## src/rtl/nt_mon_pkg.sv

```systemverilog
// Shared types and helpers for the Nt trigger monitor.
package nt_mon_pkg;

    // Monitor states, visible on the state output.
    typedef enum logic [1:0] {
        IDLE      = 2'd0,
        ARMED     = 2'd1,
        TRIGGERED = 2'd2
    } state_t;

    // Counting modes selected by the COUNT_MODE parameter.
    localparam int CNT_CYCLES   = 0;
    localparam int CNT_CHANNELS = 1;

    // Saturating add for a counter of cw bits (cw <= 32).
    // The result sticks at 2^cw-1 instead of wrapping.
    function automatic logic [31:0] sat_add(input logic [31:0] a,
                                            input logic [31:0] b,
                                            input int unsigned cw);
        logic [32:0] sum;
        logic [32:0] max_val;
        sum     = {1'b0, a} + {1'b0, b};
        max_val = (33'd1 << cw) - 33'd1;
        if (sum > max_val) begin
            return max_val[31:0];
        end
        return sum[31:0];
    endfunction

endpackage

```

## src/rtl/nt_delay_line.sv

```systemverilog
// WIDTH-wide, DEPTH-stage enabled shift register. Stages hold when en=0.
module nt_delay_line
    import nt_mon_pkg::*;
#(
    parameter int WIDTH = 4,
    parameter int DEPTH = 2
) (
    input  logic             CLK,
    input  logic             RSTB,
    input  logic             en,
    input  logic [WIDTH-1:0] din,
    output logic [WIDTH-1:0] dout
);

    logic [WIDTH-1:0] stage_q [DEPTH];

    // Shift one stage per enabled edge; synchronous active-low clear of every stage.
    always_ff @(posedge CLK) begin
        if (!RSTB) begin
            for (int i = 0; i < DEPTH; i++) begin
                stage_q[i] <= '0;
            end
        end else if (en) begin
            stage_q[0] <= din;
            for (int i = 1; i < DEPTH; i++) begin
                stage_q[i] <= stage_q[i-1];
            end
        end
    end

    assign dout = stage_q[DEPTH-1];

endmodule

```

## src/rtl/nt_trigger_monitor.sv

```systemverilog
// Multi-channel Nt node monitor: delayed node evaluation, event counting and
// an arm/trigger state machine with a sticky alarm.
//
// There is no valid/ready handshake here: arm and clear are single-cycle
// pulses that act at the next edge, and clear wins over arm and over any
// count update in the same cycle.
module nt_trigger_monitor
    import nt_mon_pkg::*;
#(
    parameter int WIDTH      = 4,
    parameter int DEPTH      = 2,
    parameter int CW         = 8,
    parameter int COUNT_MODE = 0
) (
    input  logic             CLK,
    input  logic             RSTB,
    input  logic             en,
    input  logic [WIDTH-1:0] data_a,
    input  logic [WIDTH-1:0] data_b,
    input  logic [WIDTH-1:0] gate,
    input  logic             arm,
    input  logic             clear,
    input  logic [CW-1:0]    threshold,
    output logic [WIDTH-1:0] node_out,
    output logic             event_any,
    output logic [CW-1:0]    event_cnt,
    output logic             alarm,
    output logic [1:0]       state
);

    localparam int FW = $clog2(DEPTH + 1);

    logic [WIDTH-1:0] a_d;
    logic [WIDTH-1:0] b_d;
    logic [WIDTH-1:0] low;
    logic [FW-1:0]    fill_q;
    logic             valid;
    logic [CW-1:0]    pop;
    logic [CW-1:0]    inc;
    logic [CW-1:0]    cnt_sat;
    logic [CW-1:0]    eff_thr;
    logic [CW-1:0]    cnt_q;
    logic [CW-1:0]    cnt_d;
    logic             alarm_q;
    state_t           state_q;
    state_t           state_d;

    nt_delay_line #(.WIDTH(WIDTH), .DEPTH(DEPTH)) u_delay_a (
        .CLK  (CLK),
        .RSTB (RSTB),
        .en   (en),
        .din  (data_a),
        .dout (a_d)
    );

    nt_delay_line #(.WIDTH(WIDTH), .DEPTH(DEPTH)) u_delay_b (
        .CLK  (CLK),
        .RSTB (RSTB),
        .en   (en),
        .din  (data_b),
        .dout (b_d)
    );

    // Node is low only when both delayed inputs are 0 and the gate is 1.
    assign node_out = a_d | b_d | ~gate;
    assign low      = ~node_out;

    // Count enabled cycles until the chains hold DEPTH fresh samples.
    // clear restarts the fill without flushing the chain contents.
    always_ff @(posedge CLK) begin
        if (!RSTB || clear) begin
            fill_q <= '0;
        end else if (en && !valid) begin
            fill_q <= fill_q + FW'(1);
        end
    end

    assign valid     = (fill_q == FW'(DEPTH));
    assign event_any = en & valid & (|low);

    // Per-cycle increment: one per event cycle, or the number of low channels.
    always_comb begin
        pop = '0;
        for (int i = 0; i < WIDTH; i++) begin
            pop = pop + CW'(low[i]);
        end
        if (COUNT_MODE == CNT_CHANNELS) begin
            inc = event_any ? pop : '0;
        end else begin
            inc = CW'(event_any);
        end
    end

    assign cnt_sat = CW'(sat_add(32'(cnt_q), 32'(inc), CW));
    assign eff_thr = (threshold == '0) ? CW'(1) : threshold;

    // Next-state and next-count logic; clear overrides everything.
    always_comb begin
        state_d = state_q;
        cnt_d   = cnt_q;
        if (clear) begin
            state_d = IDLE;
            cnt_d   = '0;
        end else begin
            case (state_q)
                IDLE: begin
                    cnt_d = '0;
                    if (arm) begin
                        state_d = ARMED;
                    end
                end
                ARMED: begin
                    cnt_d = cnt_sat;
                    if ((inc != '0) && (cnt_sat >= eff_thr)) begin
                        state_d = TRIGGERED;
                    end
                end
                TRIGGERED: begin
                    cnt_d = cnt_sat;
                end
                default: begin
                    state_d = IDLE;
                    cnt_d   = '0;
                end
            endcase
        end
    end

    // State, counter and alarm registers; alarm trails the TRIGGERED state by one edge.
    always_ff @(posedge CLK) begin
        if (!RSTB) begin
            state_q <= IDLE;
            cnt_q   <= '0;
            alarm_q <= 1'b0;
        end else begin
            state_q <= state_d;
            cnt_q   <= cnt_d;
            alarm_q <= !clear && (state_q == TRIGGERED);
        end
    end

    assign event_cnt = cnt_q;
    assign alarm     = alarm_q;
    assign state     = state_q;

endmodule
```

## config.mk

```make
export PLATFORM = sky130hd
export DESIGN_NAME = nt_trigger_monitor
export DESIGN_NICKNAME = d
export VERILOG_FILES = /design/src/rtl/nt_mon_pkg.sv /design/src/rtl/nt_delay_line.sv /design/src/rtl/nt_trigger_monitor.sv
export SDC_FILE = /design/constraint.sdc
export NUM_CORES = 1
export LEC_CHECK = 0
export BUFFER_PORTS_ARGS = -buffer_cell sky130_fd_sc_hd__buf_2
export CORE_MARGIN = 4
export CORE_UTILIZATION = 30
export DETAILED_ROUTE_END_ITERATION = 8
export PLACE_DENSITY = 0.58
export SLEW_MARGIN = 30
export SYNTH_ARGS = -nofsm -noshare
export SYNTH_HDL_FRONTEND = slang
export SYNTH_SLANG_ARGS = --single-unit
```

## constraint.sdc

```tcl
create_clock -name CLK -period 10.1 [get_ports CLK]
set_clock_uncertainty 0.15 [all_clocks]
set_input_delay 2.02 -clock CLK [delete_from_list [all_inputs] [get_ports CLK]]
set_output_delay 2.02 -clock CLK [all_outputs]
set_load 0.03 [all_outputs]
```

== Word-level counts from Yosys, hierarchy flattened ==
Memories as Yosys holds them, arrays and structs flattened.
Index checks and enable logic that the tools add are counted.
Cells by class
  add/sub/neg operators: 2
  order comparisons: 2
  eq/ne operators: 5
  muxes and demuxes: 15
  bitwise operators: 13
  reductions and logical operators: 14
Operators by type and width (count)
  8-bit 2-to-1 mux: 3
  4-bit 2-to-1 mux: 4
  8-bit by 1-bit adder with 9-bit output: 1
  9-bit by 8-bit greater-than comparator with 1-bit output, second input constant: 1
  8-bit greater-or-equal comparator: 1
  8-bit logical NOT: 1
  4-bit inverter: 2
  4-bit bitwise OR: 2
  2-bit case mux with 3 select lines: 1
  1-bit 2-to-1 mux: 5
  2-bit == test, second input constant: 2
  2-bit 2-to-1 mux: 2
  2-bit inequality test, second input constant: 2
  1-bit bitwise OR: 4
  2-bit OR reduction: 2
  4-bit OR reduction: 1
  1-bit logical AND: 3
  1-bit logical NOT: 3
  1-bit inverter: 3
  3-bit AND reduction: 1
  3-bit OR reduction: 1
  2-bit by 1-bit adder with 2-bit output, second input constant: 1
  1-bit bitwise AND: 2
  2-bit by 1-bit == test with 1-bit output, second input constant: 1
  2 further kinds: 2
Storage, ports and cells
  bits in registers: 13
  RAM bits: 16
  bits of input ports: 25
  memories: 2
Memories
  u_delay_a.stage_q: words 2, width 4, read ports 2, clocked after memory_dff 0, wr ports 2, RTL line nt_delay_line.sv:15  | logic [WIDTH-1:0] stage_q [DEPTH];
  u_delay_b.stage_q: words 2, width 4, read ports 2, clocked after memory_dff 0, wr ports 2, RTL line nt_delay_line.sv:15

== Depth between registers and ports, before layout ==
Gate-level depths: netlist of the first run.
An unclocked memory read counts as a cell.
  depth after elaboration: 14
  depth in mapped cells: 16
  mapped depth without buffers: 16

== Hierarchy ==
A second synthesis of the first run with hierarchy kept.
Second synthesis, totals
  cells, all modules: 151
  area total of the unflattened synthesis: 1585.3 µm²
By module, submodules not included
  nt_trigger_monitor: times used 1, cells an instance 109, area an instance 932.1 µm²
  nt_delay_line: times used 2, cells an instance 21, area an instance 326.6 µm²

== Worst setup path after synthesis of the first run ==
No wires, ideal clock.
  path kind: input port to flip-flop
  start point: in gate[0]
  end point: reg state_q[0], in the netlist state[0]
  setup time: 0.072 ns
  data arrival time: 4.923 ns
  data required time: 9.878 ns
  path slack: 4.955 ns
  stages: 15
  buffers on the path: 0
  cells stage by stage: nor3b_1 > nor4_1 > nor2_1 > ha_1 > ha_1 > nand3_1 > nor2_1 > nand2_1 > nand2b_1 > ha_1 > or4_1 > a21oi_2 > o31ai_2 > a21oi_2 > mux2i_1
Between the ends
  longest elaborated chain between the ends: 13
RTL lines
  start: declaration: RTL line nt_trigger_monitor.sv:20  | input logic [WIDTH-1:0] gate,
  4-bit inverter (*): RTL line nt_trigger_monitor.sv:65  | assign node_out = a_d | b_d | ~gate;
  4-bit bitwise OR (*): RTL line nt_trigger_monitor.sv:65
  4-bit inverter (*): RTL line nt_trigger_monitor.sv:66  | assign low = ~node_out;
  4-bit OR reduction (*): RTL line nt_trigger_monitor.sv:79  | assign event_any = en & valid & (|low);
  1-bit bitwise AND (*): RTL line nt_trigger_monitor.sv:79
  named net event_any: RTL line nt_trigger_monitor.sv:25  | output logic event_any,
  8-bit by 1-bit adder with 9-bit output (*): RTL line nt_mon_pkg.sv:22  | sum = {1'b0, a} + {1'b0, b};
  9-bit by 8-bit greater-than comparator with 1-bit output: RTL line nt_mon_pkg.sv:24  | if (sum > max_val) begin
  1-bit 2-to-1 mux: RTL line nt_mon_pkg.sv:24
  8-bit 2-to-1 mux (*): RTL line nt_mon_pkg.sv:27  | return sum[31:0];
  named net cnt_sat[1]: RTL line nt_trigger_monitor.sv:40  | logic [CW-1:0] cnt_sat;
  8-bit greater-or-equal comparator (*): RTL line nt_trigger_monitor.sv:114  | if ((inc != '0) && (cnt_sat >= eff_thr)) begin
  1-bit logical AND (*): RTL line nt_trigger_monitor.sv:114
  2-bit inequality test (no source line) (*)
  3-bit AND reduction (no source line) (*)
  end signal: assignment: RTL line nt_trigger_monitor.sv:136  | state_q <= state_d;
  end: declaration: RTL line nt_trigger_monitor.sv:45  | state_t state_q;
The timed path passes the listed nets; every way through them passes the cells marked *.
A chain may end at the register's enable or synchronous reset.

== Worst setup path after layout of the first run ==
  start point: in gate[0]
  end point: out event_any
Between the ends
  longest elaborated chain between the ends: 5
RTL lines (RTL line)
  4-bit inverter: nt_trigger_monitor.sv:65
  4-bit bitwise OR: nt_trigger_monitor.sv:65
  4-bit inverter: nt_trigger_monitor.sv:66
  4-bit OR reduction: nt_trigger_monitor.sv:79
  1-bit bitwise AND: nt_trigger_monitor.sv:79
  end: declaration: nt_trigger_monitor.sv:25
No other way between the ends.

==> metrics.yaml, run 1 <==
outcome:
  status: "completed"
routing:
  top_layer: "met4"
  vias: 1150
  via_per_inst: 4.440
  first_iter_violations: 25
  wl_met3_um: 132
  wirelength_mm: 2.941
  antenna_left: 0
  firstDrtPassIters: 4
  wl_met1_mm: 1.403
  wl_per_cell_um: 11.36
  drc: 0
  wl_met2_mm: 1.343
floorplanning:
  fp.dieArea_mm2: 0.006238
  pin_count: 41
  fp.dieW_um: 78.98
  start_util_pct: 31.38
  core_area_mm2: 0.004817
  die_y_um: 78.98
  rows: 25
critical_path:
  endpoint: "event_any"
  endpoint_kind: "output pin"
  worst_r2r_path_depth: 15
  cp_max_fo: 2
  slowest_delay_ps: 440
  r2r_slack_ps: 6610
  reg2reg_to: "state[0]"
  path_cells: "buf_2 -> nor3b_1 -> nor4_1 -> nor2_1 -> buf_2"
  cp-start-kind: "primary input"
  crit_path_frequent_cell: "buf_2"
  required_ps: 7930
  cp_slowest_cell: "nor4_1"
  path_delay_family: "simple AND/OR/NAND/NOR gates"
  cp_num_cells: 5
  critPathBufInv: 2
  worstPathArrival_ps: 3010
  crit_type: "primary input to output pin"
  crit_start: "gate[0]"
  timing.rr.start: "u_delay_a.stage_q[0][4]"
logic_synthesis:
  synth_cells: 146
  yosys.area_share.simple_pct: 23.34
  synth_compound_area_share_pct: 8.858
  avgSynthCellArea_um2: 10.35
  syn_area_mm2: 0.001511
  synth_cell_type_count: 33
  yosys_warnings: 0
  synth_top_family_by_area: "simple AND/OR/NAND/NOR gates"
  synth_xor_area_share_pct: 2.318
  yosys_register_bits: 29
  synthesis.nets: 185
  muxShareOfSynthArea_pct: 0.6623
  ys_seq_area_share_pct: 49.01
  synth_fa_ha_area_share_pct: 11.59
global_routing:
  antenna_found_initial: 0
  grt_pass1_vias: 1167
  grtUsageTotal_pct: 10.03
  grt_max_degree: 20
  grt_pass1_wl_mm: 4.988
  grt_overflow: 0
finish:
  antenna_cells: 0
  drive_gt1_share_pct: 28.13
  fin_cells: 259
  final_cell_mix: "buf_2, and3_1, edfxtp_1, inv_1, ha_1"
  final_common_cell: "buf_2"
  multi_input_area_um2: 706.9
  fillerInstances: 505
  final_nets: 230
  area_growth_pct: 25.58
  seq_area_um2: 740.7
clock_tree:
  clk_latency_ps: 280
  htreeDepth: 2
  root_buffer: "clkbuf_8"
  cts.sinks: 29
  tritoncts: "done"
  postCtsSetupBuffers: 0
  holdBufCountCts: 0
  cts_resized: 0
  ctsLongestPathBuffers: 2
  cts_buffers: 5
  clk_pin_slew_ps: 60
sta:
  finalCriticalPeriod_ps: 5183
  rsz0062_at_grt: "false"
  drv_slew: 0
  min_period_over_period_pct: 51.31
  max_slew.worst_pin.slew_ps: 698.3
  fmax_ghz: 0.1929
  setup_viol: 0
  hold_violations: 0
  slew_headroom_pct: 53.45
  fin_ws_ps: 4917
  tns_ps: 0
pwr:
  peakVddDrop_uv: 54.04
  p_leak_nw: 0.9416
  power.density_mw_per_mm2: 144.5
  p_total_w: 0.0002742
place:
  place_congestion: 0.8414
  dp_hpwl_mm: 2.372
  place_ws_ps: 4725
  dp.cells: 251
  io_buffer_count: 40
hold_path:
  hp-class: "flip-flop to flip-flop"
job:
  maxCapViolCount: 0
stage by stage:
step                      hold WS, ps  utilization (%)  area [um^2]
after detailed placement        352.8            37.12         1788
after global routing            385.0            39.40         1898
final                           357.0            39.40         1898
after floorplan                 331.6                -         1511
after CTS                       359.3            39.40         1898
after global placement          340.8            37.12         1788
synthesized netlist by cell type:
cell type	instances	area share (%)
dfxtp_1	13	17
nor3b_1	4	2.0
clkbuf_1	2	0.50
a21o_1	1	0.50
nor3_2	1	0.66
a31oi_1	1	0.41
nor4_1	2	0.83
ha_1	14	12
and2b_4	1	0.66
or4_1	1	0.50
edfxtp_1	16	32
nand2b_1	4	1.7
and3_1	18	7.5
o21ai_1	1	0.33
xnor2_1	2	1.2
inv_1	15	3.7
nand3_1	4	1.3
a21oi_2	3	1.7
and4_1	1	0.58
nor2_1	8	2.0
a21oi_1	7	2.3
o21a_1	2	0.99
nor3_1	1	0.33
and2_1	1	0.41
a211oi_1	1	0.50
nor2b_1	5	2.1
mux2i_1	1	0.66
or3_1	1	0.41
xor2_1	2	1.2
a41o_1	1	0.66
nand2_1	10	2.5
a21o_2	1	0.58
o31ai_2	1	0.83
logic make-up (layout without fill, tap and decap cells):
kind of cell / count (synthesis) / count (layout)
AO/OA/AOI/OAI: 19 / 19
XOR/XNOR: 4 / 4
adder cells (fa/ha/maj): 14 / 14
buffers and inverters: 17 / 63
flip-flops: 29 / 29
multiplexers: 1 / 1
AND/OR/NAND/NOR: 62 / 62
state kept, by name, summed over array words and instances (netlist names):
signal,cells
state,2
u_delay_b.stage_q,8
event_cnt,8
u_delay_a.stage_q,8
alarm,1
fill_q,2
final cells by class:
cell class,instances,share of cell area (%)
Clock inverter,3,2.175
Sequential cell,29,39.02
Tap cell,67,4.417
Clock buffer,5,3.626
Multi-Input combinational cell,100,37.24
Inverter,15,2.966
Timing Repair Buffer,40,10.55
worst min-delay path by stage:
stage | startpoint | endpoint | slack [ps] | cells past startpoint
2_1_floorplan | fill_q[1] | fill_q[1] | 330 | 2
3_3_place_gp | fill_q[1] | fill_q[1] | 340 | 2
3_5_place_dp | fill_q[1] | fill_q[1] | 350 | 2
4_1_cts | fill_q[1] | fill_q[1] | 360 | 2
5_1_grt | fill_q[1] | fill_q[1] | 390 | 2
6_report | fill_q[1] | fill_q[1] | 360 | 2
worst reg2reg max path, stage by stage (launching register included):
cell,delay (ps)
edfxtp_1,330
nor3b_1,60
nor4_1,440
nor2_1,110
ha_1,250
ha_1,210
nand3_1,150
nor2_1,80
nand2_1,190
o21ai_1,140
ha_1,240
or4_1,490
a21oi_2,140
o31ai_2,90
a21oi_2,150
mux2i_1,200
power breakdown:
group	leakage, nW	switching [W]	internal (W)
clock network	0.0518	0.0000439	0.0000725
registers	0.280	0.00000165	0.000130
logic	0.610	0.0000149	0.0000109
metal layers:
layer,vias up,global-route usage [%]
met4,0,4.639
met3,7,3.061
met5,-,0
li1,603,-
met2,21,15.66
met1,519,12.66
Note: power is estimated with default switching activity, not from simulation.
==> run 2, diff against run 1 <==
Settings changed: PLACE_DENSITY 0.58 to 0.59.
Clock period 10.1 ns to 4.4 ns, I/O delays scaled along.
==> metrics.yaml, run 2 (same netlist as run 1, synthesis figures left out) <==
critical_path:
  slowest_delay_ps: 490  # was 440 ps
  r2r_slack_ps: 910  # was 6610 ps
  reg2reg_to: "state[0]"  # unchanged
  path_delay_family: "simple AND/OR/NAND/NOR gates"  # unchanged
  endpoint_kind: "flip-flop"  # was output pin
  required_ps: 4450  # was 7930 ps
  worstPathArrival_ps: 4010  # was 3010 ps
  crit_type: "primary input to flip-flop"  # was primary input to output pin
  path_cells: "buf_2 -> nor3b_1 -> nor4_1 -> nor2_1 -> ha_1 -> ha_1 -> nand3_1 -> nor2_1 -> nand2_1 -> o21ai_1 -> ha_1 -> or4_1 -> a21oi_2 -> o31ai_2 -> a21oi_2 -> mux2i_1"  # was buf_2 -> nor3b_1 -> nor4_1 -> nor2_1 -> buf_2
  cp-start-kind: "primary input"  # unchanged
  cp_max_fo: 8  # was 2
  critPathBufInv: 1  # was 2
  timing.rr.start: "u_delay_b.stage_q[0][4]"  # was u_delay_a.stage_q[0][4]
  worst_r2r_path_depth: 15  # unchanged
  cp_slowest_cell: "or4_1"  # was nor4_1
  crit_path_frequent_cell: "ha_1"  # was buf_2
  cp_num_cells: 16  # was 5
pwr:
  p_total_w: 0.0006304  # was 0.0002742 W
  p_leak_nw: 0.9464  # was 0.9416 nW
  peakVddDrop_uv: 140.7  # was 54.04 uV
  power.density_mw_per_mm2: 330.8  # was 144.5 mW/mm^2
global_routing:
  grt_pass1_wl_mm: 5.071  # was 4.988 mm
  grt_overflow: 0  # unchanged
  grtUsageTotal_pct: 10.46  # was 10.03%
  antenna_found_initial: 0  # unchanged
  grt_pass1_vias: 1095  # was 1,167
  grt_max_degree: 20  # unchanged
sta:
  rsz0062_at_grt: "false"  # unchanged
  hold_violations: 0  # unchanged
  holdWs_ps: 356.2  # was 357.0 ps
  setup_viol: 0  # unchanged
  drv_slew: 0  # unchanged
  fmax_ghz: 0.2525
  tns_ps: 0  # unchanged
  finalCriticalPeriod_ps: 3960
  max_slew.worst_pin.slew_ps: 721.7  # was 698.3 ps
  min_period_over_period_pct: 90.01
  slew_headroom_pct: 51.89  # was 53.45%
place:
  place_congestion: 0.8672  # was 0.8414
  dp_hpwl_mm: 2.429  # was 2.372 mm
  dpl-instance-area_mm2: 0.001795  # was 0.001788 mm^2
  io_buffer_count: 40  # unchanged
floorplanning:
  core_area_mm2: 0.004817  # unchanged
  pin_count: 41  # unchanged
  start_util_pct: 31.38  # unchanged
  fp.dieArea_mm2: 0.006238  # unchanged
  die_y_um: 78.98  # unchanged
  fp.dieW_um: 78.98  # unchanged
  rows: 25  # unchanged
job:
  maxCapViolCount: 0  # unchanged
routing:
  drc: 0  # unchanged
  vias: 1135  # was 1,150
  wirelength_mm: 2.980  # was 2.941 mm
  via_per_inst: 4.365  # was 4.440
  firstDrtPassIters: 3  # was 4
  first_iter_violations: 30  # was 25
  wl_per_cell_um: 11.46  # was 11.36 um
  antenna_left: 0  # unchanged
finish:
  final_nets: 231  # was 230
  final_cell_mix: "buf_2, and3_1, edfxtp_1, inv_1, ha_1"  # unchanged
  drive_gt1_share_pct: 28.50  # was 28.13%
  final_common_cell: "buf_2"  # unchanged
  stdcell_area_mm2: 0.001906  # was 0.001898 mm^2
  area_growth_pct: 26.08  # was 25.58%
  antenna_cells: 0  # unchanged
clock_tree:
  root_buffer: "clkbuf_8"  # unchanged
  tritoncts: "done"  # unchanged
  cts_resized: 0  # unchanged
  htreeDepth: 2  # unchanged
  holdBufCountCts: 0  # unchanged
  ctsLongestPathBuffers: 2  # unchanged
  cts.sinks: 29  # unchanged
  cts_buffers: 5  # unchanged
  clk_latency_ps: 270  # was 280 ps
  clk_pin_slew_ps: 70  # was 60 ps
  postCtsSetupBuffers: 0  # unchanged
hold_path:
  hp-start: "fill_q[1]"  # unchanged
  hp-class: "flip-flop to flip-flop"  # unchanged
  hold_path_depth: 2  # unchanged
  hold_end: "fill_q[1]"  # unchanged
outcome:
  status: "completed"  # unchanged
run 2: changes by cell type in the layout (fill, tap and decap cells not counted):
| cell | before | now |
|---|---|---|
| buf_4 | 0 | 1 |
run 2: worst max-delay path by stage:
stage / start / to / slack, ps
after floorplan: gate[0] / state[0] / 400
after global placement: gate[0] / state[0] / 320
after detailed placement: gate[0] / state[0] / 170
after CTS: gate[0] / state[0] / 440
after global routing: gate[0] / state[0] / 130
final: gate[0] / state[0] / 440
run 2: area by class of cell:
| type | count | area, um^2 |
|---|---|---|
| tap | 67 | 83.83 |
| multi-input combinational | 100 | 706.9 |
| inverter | 15 | 56.30 |
| clock buffer | 5 | 68.82 |
| timing repair buffer | 41 | 207.7 |
| clock inverter | 3 | 41.29 |
| fill | 530 | 2912 |
| sequential | 29 | 740.7 |
run 2: metal layers:
layer / wire, um / part of all wire, % / global-route usage, % / vias to the layer above
met5: 0 / 0 / 0 / -
met3: 133 / 4.5 / 2.721 / 7
li1: - / - / - / 610
met2: 1364 / 46 / 16.41 / 23
met1: 1414 / 47 / 13.28 / 495
met4: 68 / 2.3 / 5.155 / 0
run 2: power by group:
part	internal [W]	leakage, nW	switching (W)
clock network	0.000166	0.0518	0.000101
logic	0.0000256	0.615	0.0000346
registers	0.000299	0.280	0.00000373
total	0.000491	0.946	0.000139
run 2: tightest hold or removal path: stages (launching register included):
cell and delay [ps]:
dfxtp_1 310, nor2_1 90, a211oi_1 50
run 2: through the flow:
stage               util (%)  std cells  setup WS (ps)
floorplan                  -        146          395.3
detailed placement     37.27        252          167.7
global route           39.56        260          133.6
global placement       37.27        252          321.1
CTS                    39.56        260          438.8
finish                 39.56        260          439.6
==> run 3, diff against run 2 <==
Settings changed: GPL_TIMING_DRIVEN from default to 0.
==> metrics.yaml, run 3 (same netlist as run 1, synthesis figures left out) <==
outcome:
  status: "completed"  # unchanged
critical_path:
  r2r_slack_ps: 900  # was 910 ps
  required_ps: 4460  # was 4450 ps
  endpoint_kind: "flip-flop"  # unchanged
  cp-start-kind: "primary input"  # unchanged
  cp_max_fo: 8  # unchanged
  crit_type: "primary input to flip-flop"  # unchanged
  worstPathArrival_ps: 3980  # was 4010 ps
routing:
  wl_per_cell_um: 11.16  # was 11.46 um
  firstDrtPassIters: 4  # was 3
  antenna_left: 0  # unchanged
  wirelength_mm: 2.912  # was 2.980 mm
  drc: 0  # unchanged
  via_per_inst: 4.433  # was 4.365
  vias: 1157  # was 1,135
  first_iter_violations: 32  # was 30
clock_tree:
  clk_pin_slew_ps: 70  # about the same
  root_buffer: "clkbuf_8"  # unchanged
  ctsLongestPathBuffers: 2  # unchanged
  postCtsSetupBuffers: 0  # unchanged
  clk_latency_ps: 280  # was 270 ps
  holdBufCountCts: 0  # unchanged
  cts_resized: 0  # unchanged
  cts.sinks: 29  # unchanged
  htreeDepth: 2  # unchanged
  cts_buffers: 5  # unchanged
  tritoncts: "done"  # unchanged
place:
  dp.cells: 253  # was 252
  dp_hpwl_mm: 2.388  # was 2.429 mm
  place_ws_ps: -5.761  # was 167.7 ps
  place_congestion: 0.7583  # was 0.8672
  dpl-instance-area_mm2: 0.001795  # unchanged
  io_buffer_count: 40  # unchanged
floorplanning:
  core_area_mm2: 0.004817  # unchanged
  fp.dieW_um: 78.98  # unchanged
  pin_count: 41  # unchanged
  die_y_um: 78.98  # unchanged
  fp.dieArea_mm2: 0.006238  # unchanged
  start_util_pct: 31.38  # unchanged
  rows: 25  # unchanged
sta:
  hold_violations: 0  # unchanged
  drv_slew: 0  # unchanged
  max_slew.worst_pin.slew_ps: 687.2  # was 721.7 ps
  finalCriticalPeriod_ps: 3916  # was 3960 ps
  min_period_over_period_pct: 89.01  # was 90.01%
  rsz0062_at_grt: "false"  # unchanged
  slew_headroom_pct: 54.19  # was 51.89%
  fmax_ghz: 0.2553  # was 0.2525 GHz
  fin_ws_ps: 483.5  # was 439.6 ps
  setup_viol: 0  # unchanged
finish:
  fin_util_pct: 39.19  # was 39.56%
  drive_gt1_share_pct: 28.87  # was 28.50%
  final_cell_mix: "buf_2, and3_1, edfxtp_1, inv_1, ha_1"  # unchanged
  area_growth_pct: 24.92  # was 26.08%
  fin_cells: 261  # was 260
  antenna_cells: 0  # unchanged
  stdcell_area_mm2: 0.001888  # was 0.001906 mm^2
  fillerInstances: 505  # was 530
  final_common_cell: "buf_2"  # unchanged
  final_nets: 232  # was 231
global_routing:
  grtUsageMet2_pct: 15.32  # was 16.41%
  met3_usage_pct: 2.608  # was 2.721%
  met1_usage_pct: 13.31  # was 13.28%
  grt_overflow: 0  # unchanged
  grt_pass1_vias: 1089  # was 1,095
  antenna_found_initial: 0  # unchanged
  grtUsageTotal_pct: 10.06  # was 10.46%
  top_usage_layer: "met2"  # unchanged
  grt_max_degree: 17  # was 20
  grt_pass1_wl_mm: 4.933  # was 5.071 mm
pwr:
  p_total_w: 0.0005730  # was 0.0006304 W
  peakVddDrop_uv: 118.6  # was 140.7 uV
  p_leak_nw: 0.9370  # was 0.9464 nW
  power.density_mw_per_mm2: 303.5  # was 330.8 mW/mm^2
hold_path:
  hp-class: "flip-flop to flip-flop"  # unchanged
job:
  maxCapViolCount: 0  # unchanged
run 3: changes by cell type in the layout (fill, tap and decap cells not counted), sizes merged:
cell	delta
clkinv	+1
clkbuf	+2
bufinv	-1
buf	-1
run 3: routing by layer:
| layer | share of wire (%) | up-vias |
|---|---|---|
| met5 | 0 | - |
| met4 | 1.9 | 0 |
| met3 | 3.8 | 5 |
| met2 | 46 | 23 |
| met1 | 48 | 521 |
| li1 | - | 608 |
run 3: final cells by class:
type	instances	area, um^2	share of cell area [%]
sequential	29	740.7	39.23
multi-input combinational	100	713.2	37.77
timing repair buffer	40	200.2	10.60
tap	67	83.83	4.440
clock buffer	5	68.82	3.645
inverter	15	56.30	2.982
clock inverter	3	17.52	0.9278
buffer	2	7.507	0.3976
run 3: through the flow:
step / TNS, ps / hold slack (ps)
5_1_grt: 0 / 370.6
6_report: 0 / 353.2
3_5_place_dp: -5.761 / 348.2
2_1_floorplan: 0 / 331.6
3_3_place_gp: 0 / 339.4
4_1_cts: 0 / 356.3
run 3: final timing paths:
kind                                              start         to  cells past startpoint
worst min register to register                fill_q[1]  fill_q[1]                      2
worst min-delay path                          fill_q[1]  fill_q[1]                      2
worst max-delay path                            gate[0]   state[0]                     16
worst max register to register  u_delay_b.stage_q[0][4]   state[0]                     15
run 3: worst max-delay path, cell delays in order:
cell and delay (ps):
buf_2 90, nor3b_1 150, nor4_2 390, nor2_1 120, ha_1 250, ha_1 210, nand3_1 160, nor2_1 90
nand2_1 200, o21ai_1 140, ha_1 250, or4_1 490, a21oi_2 130, o31ai_2 90, a21oi_2 160, mux2i_1 190
run 3: where the power goes:
part           internal [W]  switching (W)  total (W)
combinational     0.0000258      0.0000346  0.0000604
sequential         0.000299     0.00000359   0.000303
clock              0.000109       0.000101   0.000210
